==> config.mk <==
export PLATFORM = sky130hd
export DESIGN_NAME = fp_add_pipe
export DESIGN_NICKNAME = d
export VERILOG_FILES = /design/src/rtl/fp_add_pipe.sv
export SDC_FILE = /design/constraint.sdc
export NUM_CORES = 1
export LEC_CHECK = 0
export CORE_ASPECT_RATIO = 1.1
export CORE_UTILIZATION = 45
export DETAILED_ROUTE_END_ITERATION = 10
export GPL_ROUTABILITY_DRIVEN = 0
export PLACE_DENSITY = 0.7
export REMOVE_ABC_BUFFERS = 1
export SETUP_SLACK_MARGIN = 0.3
export SYNTH_ARGS = -nofsm -noshare
export SYNTH_HDL_FRONTEND = slang
export SYNTH_SLANG_ARGS = --single-unit
==> constraint.sdc <==
create_clock -name clk -period 6.9 [get_ports clk]
set_input_delay 1.38 -clock clk [delete_from_list [all_inputs] [get_ports clk]]
set_output_delay 1.38 -clock clk [all_outputs]
set_load 0.02 [all_outputs]
==> src/rtl/fp_add_pipe.sv <==
// rtl/fp_add_pipe.sv - pipelined float add/sub (capture, align, add, normalise/round)
// Define FP_ADD_FLAGS_EN to add the flags[2:0] = {overflow, underflow, inexact} output.

module fp_add_pipe #(
    parameter int EXP_W = 8,
    parameter int MAN_W = 23
) (
    input  logic                 clk,
    input  logic                 rst_n,
    input  logic                 in_valid,
    output logic                 in_ready,
    input  logic [EXP_W+MAN_W:0] a,
    input  logic [EXP_W+MAN_W:0] b,
    input  logic                 op,
    output logic                 out_valid,
    input  logic                 out_ready,
`ifdef FP_ADD_FLAGS_EN
    output logic [2:0]           flags,
`endif
    output logic [EXP_W+MAN_W:0] sum
);

    localparam int N   = 1 + EXP_W + MAN_W;
    localparam int SW  = MAN_W + 4;
    localparam int AW  = MAN_W + 5;
    localparam int SAT = MAN_W + 3;
    localparam int SHW = $clog2(SAT + 1);
    localparam int LZW = $clog2(SW + 1);
    localparam int EW  = ((EXP_W > LZW) ? EXP_W : LZW) + 2;
    localparam logic [EW-1:0] EMAX = EW'((1 << EXP_W) - 1);

    typedef enum logic [1:0] {TAG_NUM, TAG_ZERO, TAG_INF, TAG_NAN} tag_t;

    logic          cap_valid_q;
    logic [N-1:0]  cap_a_q, cap_b_q;

    logic          s1_valid_q;
    tag_t          s1_tag_q;
    logic          s1_sign_q, s1_sub_q;
    logic [EXP_W-1:0] s1_exp_q;
    logic [SW-1:0] s1_x_q, s1_y_q;

    logic          s2_valid_q;
    tag_t          s2_tag_q;
    logic          s2_sign_q;
    logic [EXP_W-1:0] s2_exp_q;
    logic [AW-1:0] s2_sum_q;

    logic          out_valid_q;
    logic [N-1:0]  sum_q;

    logic en;
    assign en        = out_ready | ~out_valid_q;
    assign in_ready  = en;
    assign out_valid = out_valid_q;
    assign sum       = sum_q;

    // ---------------- S1: classify, swap, align ----------------
    logic             sa, sb;
    logic [EXP_W-1:0] ea, eb;
    logic [MAN_W-1:0] ma, mb, ma_f, mb_f;
    logic             a_zero, b_zero, a_nan, b_nan, a_inf, b_inf, b_gt;
    assign {sa, ea, ma} = cap_a_q;
    assign {sb, eb, mb} = cap_b_q;
    assign a_zero = (ea == '0);
    assign b_zero = (eb == '0);
    assign a_nan  = (&ea) & (|ma);
    assign b_nan  = (&eb) & (|mb);
    assign a_inf  = (&ea) & ~(|ma);
    assign b_inf  = (&eb) & ~(|mb);
    assign ma_f   = a_zero ? '0 : ma;
    assign mb_f   = b_zero ? '0 : mb;
    assign b_gt   = {eb, mb_f} > {ea, ma_f};

    logic             x_sign, y_sign;
    logic [EXP_W-1:0] x_exp, y_exp, diff;
    logic [SW-1:0]    x_sig, y_sig, y_shr, y_al;
    logic [SHW-1:0]   sh;
    logic             lost;
    tag_t             tag_d;
    logic             s1_sign_d;

    always_comb begin
        x_sign = b_gt ? sb : sa;
        y_sign = b_gt ? sa : sb;
        x_exp  = b_gt ? eb : ea;
        y_exp  = b_gt ? ea : eb;
        x_sig  = b_gt ? {~b_zero, mb_f, 3'b000} : {~a_zero, ma_f, 3'b000};
        y_sig  = b_gt ? {~a_zero, ma_f, 3'b000} : {~b_zero, mb_f, 3'b000};
        diff   = x_exp - y_exp;
        sh     = (int'(diff) > SAT) ? SHW'(SAT) : SHW'(diff);
        y_shr  = y_sig >> sh;
        // Everything pushed below the sticky position still counts as inexact.
        lost   = |(y_sig & ~({SW{1'b1}} << sh));
        y_al   = {y_shr[SW-1:1], y_shr[0] | lost};

        tag_d     = TAG_NUM;
        s1_sign_d = x_sign;
        if (a_nan || b_nan) begin
            tag_d = TAG_NAN;
        end else if (a_inf && b_inf) begin
            tag_d     = (sa != sb) ? TAG_NAN : TAG_INF;
            s1_sign_d = sa;
        end else if (a_inf) begin
            tag_d     = TAG_INF;
            s1_sign_d = sa;
        end else if (b_inf) begin
            tag_d     = TAG_INF;
            s1_sign_d = sb;
        end else if (a_zero && b_zero) begin
            tag_d     = TAG_ZERO;
            s1_sign_d = sa & sb;
        end
    end

    // ---------------- S2: effective add / subtract ----------------
    logic [AW-1:0] s2_sum_d;
    assign s2_sum_d = s1_sub_q ? ({1'b0, s1_x_q} - {1'b0, s1_y_q})
                               : ({1'b0, s1_x_q} + {1'b0, s1_y_q});

    // ---------------- S3: normalise, round, pack ----------------
    function automatic logic [LZW-1:0] lzc(input logic [SW-1:0] v);
        logic [LZW-1:0] c;
        c = LZW'(SW);
        for (int i = 0; i < SW; i++) begin
            if (v[i]) c = LZW'(SW - 1 - i);
        end
        return c;
    endfunction

    logic             carry, g, r, st, rnd_up, ovf, unf, res_zero;
    logic [LZW-1:0]   lz;
    logic [SW-1:0]    norm;
    logic [EW-1:0]    e_n, e_r;
    logic [MAN_W+1:0] man_r;
    logic [MAN_W-1:0] mant;
    logic [N-1:0]     sum_d;

    always_comb begin
        carry    = s2_sum_q[AW-1];
        lz       = lzc(s2_sum_q[SW-1:0]);
        res_zero = (s2_sum_q == '0);
        if (carry) begin
            norm = {s2_sum_q[AW-1:2], |s2_sum_q[1:0]};
            e_n  = EW'(s2_exp_q) + EW'(1);
        end else begin
            norm = s2_sum_q[SW-1:0] << lz;
            e_n  = EW'(s2_exp_q) - EW'(lz);
        end
        g      = norm[2];
        r      = norm[1];
        st     = norm[0];
        rnd_up = g & (norm[3] | r | st);
        man_r  = {1'b0, norm[SW-1:3]} + (MAN_W+2)'(rnd_up);
        if (man_r[MAN_W+1]) begin
            mant = man_r[MAN_W:1];
            e_r  = e_n + EW'(1);
        end else begin
            mant = man_r[MAN_W-1:0];
            e_r  = e_n;
        end
        // e_r is two's complement; the top bit marks a negative exponent.
        ovf = ~e_r[EW-1] & (e_r >= EMAX);
        unf = e_r[EW-1] | (e_r == '0);

        case (s2_tag_q)
            TAG_NAN:  sum_d = {1'b0, {EXP_W{1'b1}}, 1'b1, {(MAN_W-1){1'b0}}};
            TAG_INF:  sum_d = {s2_sign_q, {EXP_W{1'b1}}, {MAN_W{1'b0}}};
            TAG_ZERO: sum_d = {s2_sign_q, {(N-1){1'b0}}};
            default: begin
                if (res_zero)  sum_d = '0;
                else if (ovf)  sum_d = {s2_sign_q, {EXP_W{1'b1}}, {MAN_W{1'b0}}};
                else if (unf)  sum_d = {s2_sign_q, {(N-1){1'b0}}};
                else           sum_d = {s2_sign_q, e_r[EXP_W-1:0], mant};
            end
        endcase
    end

    always_ff @(posedge clk or negedge rst_n) begin
        if (!rst_n) begin
            cap_valid_q <= 1'b0;
            cap_a_q     <= '0;
            cap_b_q     <= '0;
            s1_valid_q  <= 1'b0;
            s1_tag_q    <= TAG_NUM;
            s1_sign_q   <= 1'b0;
            s1_sub_q    <= 1'b0;
            s1_exp_q    <= '0;
            s1_x_q      <= '0;
            s1_y_q      <= '0;
            s2_valid_q  <= 1'b0;
            s2_tag_q    <= TAG_NUM;
            s2_sign_q   <= 1'b0;
            s2_exp_q    <= '0;
            s2_sum_q    <= '0;
            out_valid_q <= 1'b0;
            sum_q       <= '0;
        end else if (en) begin
            cap_valid_q <= in_valid;
            if (in_valid) begin
                cap_a_q <= a;
                cap_b_q <= {b[N-1] ^ op, b[N-2:0]};
            end
            s1_valid_q <= cap_valid_q;
            if (cap_valid_q) begin
                s1_tag_q  <= tag_d;
                s1_sign_q <= s1_sign_d;
                s1_sub_q  <= x_sign ^ y_sign;
                s1_exp_q  <= x_exp;
                s1_x_q    <= x_sig;
                s1_y_q    <= y_al;
            end
            s2_valid_q <= s1_valid_q;
            if (s1_valid_q) begin
                s2_tag_q  <= s1_tag_q;
                s2_sign_q <= s1_sign_q;
                s2_exp_q  <= s1_exp_q;
                s2_sum_q  <= s2_sum_d;
            end
            out_valid_q <= s2_valid_q;
            if (s2_valid_q) sum_q <= sum_d;
        end
    end

`ifdef FP_ADD_FLAGS_EN
    logic [2:0] flags_d, flags_q;
    always_comb begin
        flags_d = 3'b000;
        if (s2_tag_q == TAG_NUM && !res_zero) begin
            if (ovf)      flags_d = 3'b101;
            else if (unf) flags_d = 3'b011;
            else          flags_d = {2'b00, g | r | st};
        end
    end

    always_ff @(posedge clk or negedge rst_n) begin
        if (!rst_n)                  flags_q <= 3'b000;
        else if (en && s2_valid_q)   flags_q <= flags_d;
    end
    assign flags = flags_q;
`endif

endmodule

Yosys cells after proc, flatten, opt, wreduce, memory -nomap -nowiden
Cells that the tools add are included.
W data, S select, Z words.
{ "word_totals": {"ff_bits": 205, "out_inout_bits": 34} }
{ "classes": {"addsub": 7, "order_cmp": 3, "eq_ne": 4, "shifts": 3, "mux": 56, "bitwise_logic": 22, "reduce_logical": 17} }
{ "ops": {"columns": ["op", "count"], "rows": [
  ["$mux W5", 27],
  ["$pmux W32 S3", 1],
  ["$mux W27", 3],
  ["$mux W23", 3],
  ["$mux W31", 2],
  ["$reduce_or A23 Y1", 2],
  ["$mux W32", 1],
  ["$gt A31 B31 Y1", 1],
  ["$add A27 B27 Y28", 1],
  ["$logic_not A28 Y1", 1],
  ["$mux W28", 1],
  ["$sub A27 B27 Y28", 1],
  ["$and A27 B27 Y27", 1],
  ["$not A27 Y27", 1],
  ["$reduce_or A27 Y1", 1],
  ["$shl A27 B5 Y27", 1],
  ["$shl A27 B5 Y27 const A", 1],
  ["$shr A27 B5 Y27", 1],
  ["$add A24 B1 Y25", 1],
  ["$mux W10", 2],
  ["$logic_not A8 Y1", 2],
  ["$mux W8", 2],
  ["$reduce_and A8 Y1", 2],
  ["$add A10 B1 Y10 const B", 1],
  ["other kinds (19)", 52]
]} }

Logic depth before layout (Yosys ltp)
Gate-level depths: netlist (run 1).
{ "depth": {"depth_word": 40, "mapped_depth": 26, "mapped_depth_nobuf": 22} }

Worst setup path before layout (run 1)
No wires, ideal clock.
{ "synth_timing": {"kind": "register to register", "from": "register cap_b_q[28]", "to": "register s1_y_q[2]", "setup_time_ps": 111, "t_arrival_ps": 5796, "required_time_ps": 6789, "setup_slack_ps": 993, "stages_incl_launch_ff": 25, "path_buffers": 2, "path_cell_list": "dfrtp_1 -> nor4_1 -> nand2_1 -> clkbuf_1 -> and2_1 -> ha_1 -> nand4_1 -> or4_1 -> a221o_1 -> a31oi_1 -> a221oi_2 -> nand2_1 -> inv_1 -> ha_1 -> nor4_4 -> o221ai_2 -> xnor2_1 -> o31ai_1 -> a211oi_2 -> buf_2 -> mux2_2 -> mux2_2 -> o22ai_1 -> a41oi_1 -> a222oi_1"} }
{ "synth_between": {"elab_chain_len": 8, "elab_cells_between_ends": 11} }
{ "synth_rtl": {"columns": ["element", "line", "text"], "rows": [
  ["start: declaration", "35", "logic [N-1:0] cap_a_q, cap_b_q;"],
  ["start signal: assignment", "202", "cap_b_q <= {b[N-1] ^ op, b[N-2:0]};"],
  ["$logic_not A8 Y1", "66", "assign b_zero = (eb == '0);"],
  ["$mux W23", "72", "assign mb_f = b_zero ? '0 : mb;"],
  ["$gt A31 B31 Y1", "73", "assign b_gt = {eb, mb_f} > {ea, ma_f};"],
  ["$mux W8 (on tied branches)", "86, 87", null],
  ["$sub A8 B8 Y8", "90", "diff = x_exp - y_exp;"],
  ["$gt A8 B5 Y1", "91", "sh = (int'(diff) > SAT) ? SHW'(SAT) : SHW'(diff);"],
  ["$mux W5", "91", null],
  ["$shr A27 B5 Y27 *", "92", "y_shr = y_sig >> sh;"],
  ["end signal: assignment", "211", "s1_y_q <= y_al;"],
  ["end: declaration", "41", "logic [SW-1:0] s1_x_q, s1_y_q;"]
]} }
Mark *: on every way between the ends. The rest lies on a longest branch, timed or not.
A chain may end at the register's enable or synchronous reset.

Worst setup path in the final report (run 1)
{ "layout_timing": {"from": "register cap_b_q[26]", "to": "register s1_y_q[1]"} }
Same word-level chain as after synthesis.

==> metrics.txt, run 1 <==
number of enable flip-flop cells after synthesis=0; final routed wire length divided by cell count=19.2 um; chip height=203 um; worst setup skew after layout=17.0 ps; DP HPWL=37,200 um; clk slew on worst S/H paths=60 ps; critical path type=register to register; category of the worst setup path capture point=register; highest fanout seen on the critical path=25; I/O pin count=103; Slew Limit Fails=0; final net count=2,209; Cell Area, Placed=18,100 um2; number of I/O port buffers=102; floorplan row count=73; Die X=185 um; placeable core region=36,200 um2; critical path arrival=6780 ps; first-pass GRT wire length=80,100 um; antenna violations before repair=0; wirelength, routed=49,500 um; r2r endpoint=s1_y_q[1]; proportion of layout cells with a drive suffix above 1=0.127; smallest setup slack after layout=512 ps; maximum number of pins on one net before global-route repair=80; count of yosys warnings during synthesis=0; per-instance average area after synthesis=8.24 um2; instance count of the mapped netlist=2,003; Syn-to-layout area delta=15.6%; run status=completed; total standard cell area after synthesis=16,500 um2; type of origin of the critical path=register; CP required=7290 ps; antenna viol nets, final=0; clock tree from TritonCTS=yes; effective utilization at floorplan=0.456; Final min period=6390 ps; clock root buffer master=sky130_fd_sc_hd__clkbuf_16; number of global-route vias before repair=15,300; transition time at the pin with the least slew margin=1200 ps; depth of the worst hold-timing path=2; total congestion overflow after global routing=0; Detailed Routing Iterations Pass 1=7; cts-stage hold buffer count=0; final design area excluding fillers=19,100 um2; detail-routed via count per cell=6.23; worst min-delay path endpoint=sum[7]; r2r worst-path depth=24; most instantiated flip-flop cell in the synthesis netlist=sky130_fd_sc_hd__dfrtp_1; number of inserted diodes=0; R2R setup slack=510 ps; max-cap check violation count=0; share of flip-flops with an asynchronous set or reset after synthesis=1.00; origin of the worst min-delay path=sum[7]; cts bufs inserted=24; post-synth top area share=0.306; DRC viols=0; largest buffer count on any clock path=3; total routing usage reported by global routing=0.265; Post-Place Setup Slack=365 ps; Netlist cell types=98; Final period util=0.926; cell types occupying the most area after synthesis=sky130_fd_sc_hd__dfrtp_1 (31%), sky130_fd_sc_hd__mux2_2 (6.5%), sky130_fd_sc_hd__nand2_1 (6.0%); Max Fclk=157 MHz; sequential area share after synthesis=0.306; unrepaired setup endpoints after global routing=no; fillers=3,328; final hold viol count=0; library cell occupying the most area in the post-synthesis netlist=sky130_fd_sc_hd__dfrtp_1; FF-to-FF Start=cap_b_q[26]; number of flip-flops and latches in the synthesized netlist=202; Hold/Removal Path Class=register to register; number of sinks driven by the clock tree=202; CTS H-Tree Depth=1; 1st-iter DRT viols=1,757; vias after detailed routing=16,100; clk_lat worst skew=550 ps; setup-violating endpoint count in the final report=0; die outline area=37,500 um2; worst slew margin relative to its limit=0.196
[placed cells by master, fill, tap and decap left out, drive strengths merged, types with 15 or more instances in the layout]
| cell type | n |
|---|---|
| a211oi | 19 |
| a21oi | 125 |
| a31oi | 34 |
| and2 | 48 |
| and3 | 15 |
| buf | 55 |
| clkbuf | 33 |
| clkdlybuf4s50 | 101 |
| dfrtp | 202 |
| ha | 66 |
| inv | 64 |
| mux2 | 95 |
| mux2i | 57 |
| nand2 | 266 |
| nand3 | 66 |
| nand4 | 37 |
| nor2 | 164 |
| nor3 | 48 |
| nor4 | 35 |
| o21a | 21 |
| o21ai | 164 |
| o31ai | 29 |
| xnor2 | 53 |
| xor2 | 34 |
[per-stage QoR]
step	setup TNS [ps]	std cells	hold slack [ps]	utilization
2_1_floorplan	-31930	1889	435	-
3_3_place_gp	0	2527	461	0.499
4_1_cts	0	2568	480	0.524
5_1_grt	0	2575	497	0.528
3_5_place_dp	0	2527	468	0.499
6_report	0	2575	479	0.528
[kinds of logic after synthesis]
kind of cell,Yosys count,share of synthesized area
buf+inv,180,0.0457
simple gates,744,0.216
fa+ha+maj,67,0.0512
compound gates,565,0.228
flops,202,0.306
mux,158,0.108
xor+xnor,87,0.0462
[synthesized netlist by cell type (all sizes together) (21+ instances only)]
library cell  number
o31ai             29
nand3             66
a31oi             34
clkbuf            74
ha                66
a21oi            125
xor2              34
dfrtp            202
mux2i             57
and2              48
nand2            266
o21a              21
nor3              48
buf               40
inv               64
nand4             37
nor4              35
xnor2             53
mux2              95
o21ai            164
nor2             164
[how the worst max path moves through the flow]
stage                            to  slack (ps)        start
after floorplan           s1_y_q[0]       -1390  cap_b_q[28]
after global placement    s1_y_q[1]         600  cap_b_q[28]
after detailed placement  s1_y_q[1]         360  cap_b_q[28]
after CTS                 s1_y_q[1]         360  cap_b_q[28]
after global routing      s1_y_q[2]         250  cap_b_q[26]
final                     s1_y_q[1]         510  cap_b_q[26]
[metal layers]
| metal | vias up | track usage | part of all wire |
|---|---|---|---|
| met1 | 7501 | 0.332 | 0.41 |
| met4 | 0 | 0.152 | 0.064 |
| li1 | 7516 | - | - |
| met5 | - | 0 | 0 |
| met2 | 788 | 0.435 | 0.46 |
| met3 | 250 | 0.0355 | 0.065 |
[what timing repair did]
| action | 4_1_cts | 5_1_grt |
|---|---|---|
| endpoints found under the setup margin | 0 | 51 |
| gates resized for setup | 0 | 16 |
| buffers inserted | 0 | 6 |
[cell type report]
type / instances / area (um2) / area share
Clock buffer: 31 / 688 / 0.0361
Sequential cell: 202 / 5060 / 0.265
Inverter: 66 / 248 / 0.0130
Multi-Input combinational cell: 1621 / 10800 / 0.567
Timing Repair Buffer: 158 / 1490 / 0.0780
Clock inverter: 10 / 181 / 0.00951
Tap cell: 487 / 609 / 0.0319
[registers in the layout (all words and copies together), names as in the netlist]
name / count
cap_valid_q: 1
cap_b_q: 32
s2_sum_q: 28
s2_tag_q: 2
sum: 32
s1_valid_q: 1
s1_tag_q: 2
cap_a_q: 32
s1_sub_q: 1
s1_sign_q: 1
s1_x_q: 24
s1_y_q: 27
s1_exp_q: 8
s2_exp_q: 8
s2_valid_q: 1
s2_sign_q: 1
out_valid: 1
[critical path: stages, from the launching register on]
cell,delay (ps)
sky130_fd_sc_hd__dfrtp_1,440
sky130_fd_sc_hd__nor4_2,350
sky130_fd_sc_hd__nand2_1,100
sky130_fd_sc_hd__buf_4,220
sky130_fd_sc_hd__and2_1,210
sky130_fd_sc_hd__ha_1,320
sky130_fd_sc_hd__nand4_1,220
sky130_fd_sc_hd__or4_1,570
sky130_fd_sc_hd__a221o_1,350
sky130_fd_sc_hd__a31oi_1,240
sky130_fd_sc_hd__a221oi_2,60
sky130_fd_sc_hd__nand2_1,130
sky130_fd_sc_hd__inv_1,50
sky130_fd_sc_hd__ha_1,200
sky130_fd_sc_hd__nor4_4,350
sky130_fd_sc_hd__o221ai_2,210
sky130_fd_sc_hd__xnor2_2,190
sky130_fd_sc_hd__o31ai_1,440
sky130_fd_sc_hd__a211oi_4,110
sky130_fd_sc_hd__buf_12,180
sky130_fd_sc_hd__or2_1,240
sky130_fd_sc_hd__a22o_1,220
sky130_fd_sc_hd__a211oi_1,530
sky130_fd_sc_hd__a32oi_1,90
sky130_fd_sc_hd__a2bb2oi_1,170
Power of run 1 is not shown: default switching activity piles up to over one toggle a cycle in this logic, so the estimate is an artifact.
==> inputs of run 2 (changes only) <==
- SKIP_LAST_GASP: default -> 1
==> results of run 2 <==
Same layout as run 1: the final DEF is identical, and so are final timing and power.
Power of run 2 is left out for the same reason.
